File: src/rtl/mux_nx1_bus_reg.sv
// mux_nx1_bus_reg: parametrised N-to-1 bus multiplexer with a latched
// channel register and a registered output. Supports direct channel loads
// with out-of-range rejection, and a round-robin scan mode that advances
// one channel per step command. All outputs come straight from flops.
module mux_nx1_bus_reg #(
  parameter int WIDTH = 4,
  parameter int N     = 4,
  parameter int SELW  = $clog2(N)
) (
  input  logic                 clk,
  input  logic                 rst_n,
  input  logic [N*WIDTH-1:0]   D,
  input  logic [SELW-1:0]      S,
  input  logic                 load,
  input  logic                 mode,
  input  logic                 step,
  output logic [WIDTH-1:0]     Q,
  output logic [SELW-1:0]      sel_q,
  output logic                 valid,
  output logic                 sel_err,
  output logic                 wrap
);

  // N widened by one bit so the range compare never truncates S or N.
  localparam logic [SELW:0]   N_EXT    = (SELW+1)'(N);
  localparam logic [SELW-1:0] LAST_SEL = SELW'(N - 1);

  logic [SELW-1:0]  sel_q_r;
  logic [WIDTH-1:0] q_r;
  logic             valid_r;
  logic             sel_err_r;
  logic             wrap_r;

  logic             s_in_range_s;
  logic [SELW-1:0]  sel_nxt_s;
  logic             sel_err_nxt_s;
  logic             wrap_nxt_s;
  logic [WIDTH-1:0] sel_data_s;

  // Next-sequential channel index in scan order, wrapping N-1 back to 0.
  function automatic logic [SELW-1:0] scan_next(input logic [SELW-1:0] cur);
    logic [SELW-1:0] nxt;
    if (cur == LAST_SEL) begin
      nxt = {SELW{1'b0}};
    end else begin
      nxt = cur + SELW'(1);
    end
    return nxt;
  endfunction

  assign s_in_range_s = ({1'b0, S} < N_EXT);

  // Channel register next state: load beats step, step only counts in scan mode.
  always_comb begin
    sel_nxt_s     = sel_q_r;
    sel_err_nxt_s = 1'b0;
    wrap_nxt_s    = 1'b0;
    if (load) begin
      if (s_in_range_s) begin
        sel_nxt_s = S;
      end else begin
        sel_err_nxt_s = 1'b1;
      end
    end else if (mode && step) begin
      sel_nxt_s  = scan_next(sel_q_r);
      wrap_nxt_s = (sel_q_r == LAST_SEL);
    end else begin
      sel_nxt_s = sel_q_r;
    end
  end

  // AND-OR selection of the channel addressed by the current (pre-edge) sel_q.
  always_comb begin
    sel_data_s = {WIDTH{1'b0}};
    for (int i = 0; i < N; i++) begin
      sel_data_s = sel_data_s |
                   (D[i*WIDTH +: WIDTH] & {WIDTH{sel_q_r == SELW'(i)}});
    end
  end

  // State and output registers; reset clears the channel and flags at once.
  always_ff @(posedge clk or negedge rst_n) begin
    if (!rst_n) begin
      sel_q_r   <= {SELW{1'b0}};
      q_r       <= {WIDTH{1'b0}};
      valid_r   <= 1'b0;
      sel_err_r <= 1'b0;
      wrap_r    <= 1'b0;
    end else begin
      sel_q_r   <= sel_nxt_s;
      q_r       <= sel_data_s;
      valid_r   <= 1'b1;
      sel_err_r <= sel_err_nxt_s;
      wrap_r    <= wrap_nxt_s;
    end
  end

  assign Q       = q_r;
  assign sel_q   = sel_q_r;
  assign valid   = valid_r;
  assign sel_err = sel_err_r;
  assign wrap    = wrap_r;

endmodule
File: config.mk
export PLATFORM = sky130hd
export DESIGN_NAME = mux_nx1_bus_reg
export DESIGN_NICKNAME = d
export VERILOG_FILES = /design/src/rtl/mux_nx1_bus_reg.sv
export SDC_FILE = /design/constraint.sdc
export NUM_CORES = 1
export LEC_CHECK = 0
export CORE_MARGIN = 5
export CORE_UTILIZATION = 32
export CTS_CLUSTER_SIZE = 16
export DETAILED_ROUTE_END_ITERATION = 7
export PLACE_DENSITY = 0.83
export RECOVER_POWER = 100
export REMOVE_ABC_BUFFERS = 1
export SYNTH_ARGS = -nofsm -noshare
export SYNTH_HDL_FRONTEND = slang
export SYNTH_SLANG_ARGS = --single-unit
File: constraint.sdc
create_clock -name clk -period 1.3 [get_ports clk]
set_input_delay 0.325 -clock clk [delete_from_list [all_inputs] [get_ports clk]]
set_output_delay 0.325 -clock clk [all_outputs]
set_load 0.02 [all_outputs]
==> metrics.txt <==
Power per Cell Area 960 mW/mm²; gpl congestion 0.746; Critical Path, Cell by Cell dlygate4sd2_1; Layout Utilization 63.8%; Tcrit/Tclk final 96.5%; Avg WL per Cell 14.5 µm; Leakage 0.000362 µW; data arrival time of the critical path 930 ps; Startpoint Class flip-flop; gr usage total 13.5%; area grow syn2layout 92.6%; CP delay by family, top flip-flops; first-pass GRT wire length 1950 µm; Yosys warning count 0; Net Sw Frac 30.3%; Max H-tree Level 1; pre-CTS WS -46.9 ps; Syn Std Cell Area 425 µm²; fill count 114; Worst Skew 0.701 ps; Multi-input gate area 249 µm²; share of cells above drive strength 1 23.3%; CP max FO 1; Core Rows 13; root buf cell clkbuf_4; status completed; #FFs+latches synth 8; largest net degree at the start of global routing 9; flop2flop setup slack 70 ps; vias in the first global route 440; most frequent cells in the layout 21 x clkdlybuf4s50_1, 8 x dfrtp_1, 6 x dlygate4sd2_1; Avg Cell Area, Syn 11.2 µm²; slowest CP cell dfrtp_1; combinational power share 38.5%; # IOs 32; drt drc 0; R2R Path Start sel_q[0]; Final Max Tran Viols 0; antenna violations before repair 0; Distinct cells, synth 15; CP max stage delay 360 ps; critical path class flip-flop to output pin; number of max-cap violations 0; # diodes 0; post-route setup slack 45.9 ps; Sequential cell area 200 µm²; CTS Buffer Depth 2; final setup fails 0; sequential element share of the synthesized area 47.1%; Critical path buffers and inverters 1; clock share of power 24.4%; TritonCTS buffer count 3; Sequential Power Share 37.1%; Int Power 548 µW; Post-CTS Setup Inserts 0; P_sw 239 µW; Overflow after GRT 0; drt first pass iters 3; Worst Reg2Reg Path Length in Cells 5; VDD IR-drop max 534 µV; Worst EP required 980 ps; CTS tree done; Initial Util 33.1%; most common cell after layout, fill and taps aside clkdlybuf4s50_1; die height 46.5 µm; CP Capture Type output pin; clk slew on worst S/H paths 60 ps; Fmax 797 MHz; Via density 4.91; Final min period 1250 ps; worst r2r dst Q[2]; RSZ-0062 raised after global routing yes; clk_lat worst skew 250 ps; nets 102; Die Wd 46.5 µm; worst hold path class input port to async pin; vias post-DR 432; DRT iter0 DRCs 6; DRT Wirelength 1280 µm; Routed Antenna Nets 0; Num Clock Sinks 8; cells after synthesis 38; HPWL Detailed 990 µm; Hold Violations, Final 0; TNS Setup 0 ps; Port Buffers 30; die footprint 0.00216 mm²; core box area 0.00128 mm²
[layout make-up]
| class | count | area share, % |
|---|---|---|
| Tap cell | 15 | 2.29 |
| Sequential cell | 8 | 24.4 |
| Multi-Input combinational cell | 27 | 30.4 |
| Clock buffer | 3 | 2.75 |
| Timing Repair Buffer | 33 | 38.8 |
| Inverter | 2 | 1.37 |
[worst max-delay path by stage]
stage | startpoint | end | slack, ps | depth (start not counted)
global route | sel_q[0] | Q[2] | -10 | 5
detailed placement | step | sel_q[0] | -50 | 3
floorplan | sel_q[0] | sel_q[0] | 60 | 3
finish | Q[2] | Q[2] | 50 | 1
global placement | step | sel_q[0] | -7 | 3
CTS | sel_q[0] | Q[3] | 3 | 5
[power by group through the flow]
stage	logic [µW]	registers, µW	clock network [µW]
final	303	292	192
after detailed placement	296	297	0
after floorplan	75.1	342	0
after CTS	274	291	203
after global placement	291	295	0
after global routing	326	295	220
[metal layers]
layer / wire [µm] / global-route usage [%] / vias to the layer above
met3: 229 / 6.64 / 2
li1: - / - / 205
met1: 443 / 14.0 / 197
met4: 8 / 8.52 / 0
met2: 593 / 21.4 / 28
met5: 0 / 0 / -
[sequential cells by signal (all words and copies together) (netlist names)]
signal	flops
Q	4
sel_q	2
wrap	1
valid	1
[synth_stat cells]
cell type	instances	area, µm²
a22oi_1	8	60.1
dfrtp_1	8	200
nand2_1	5	18.8
ha_1	4	50.1
conb_1	2	7.51
inv_1	2	7.51
a21boi_0	1	7.51
and2_2	1	7.51
and3b_1	1	8.76
buf_4	1	7.51
nand2b_1	1	6.26
nand4b_1	1	8.76
nor4bb_1	1	10.0
o311ai_2	1	16.3
o31a_1	1	8.76
[stage by stage]
stage	cells	power (µW)	instance area, µm²	hold slack [ps]
5_1_grt	88	842	820	453
2_1_floorplan	37	417	418	29.4
6_report	88	787	820	434
3_3_place_gp	85	586	759	632
3_5_place_dp	85	593	759	636
4_1_cts	88	768	773	360
[worst reg2reg max path, delay by kind of cell (launching register included)]
family,cells,cell delay (ps)
DFF,1,420
and+or+nand+nor,1,70
AOI/OAI and AO/OA,1,170
buffers and inverters,2,270
adders and majority gates,1,190
[cell families after synthesis]
kind of cell / after synthesis / synth area share, %
compound gates: 11 / 21.8
fa+ha+maj: 4 / 11.8
buf+inv: 3 / 3.53
flops: 8 / 47.1
other cells: 2 / 1.77
simple gates: 10 / 14.1
[repair_timing]
item | CTS | global route
hold buffers | 0 | 0
gates resized for setup | 9 | 12
pin swaps | 0 | 5
endpoints found under the setup margin | 8 | 8
Note: power is estimated with default switching activity, not from simulation.
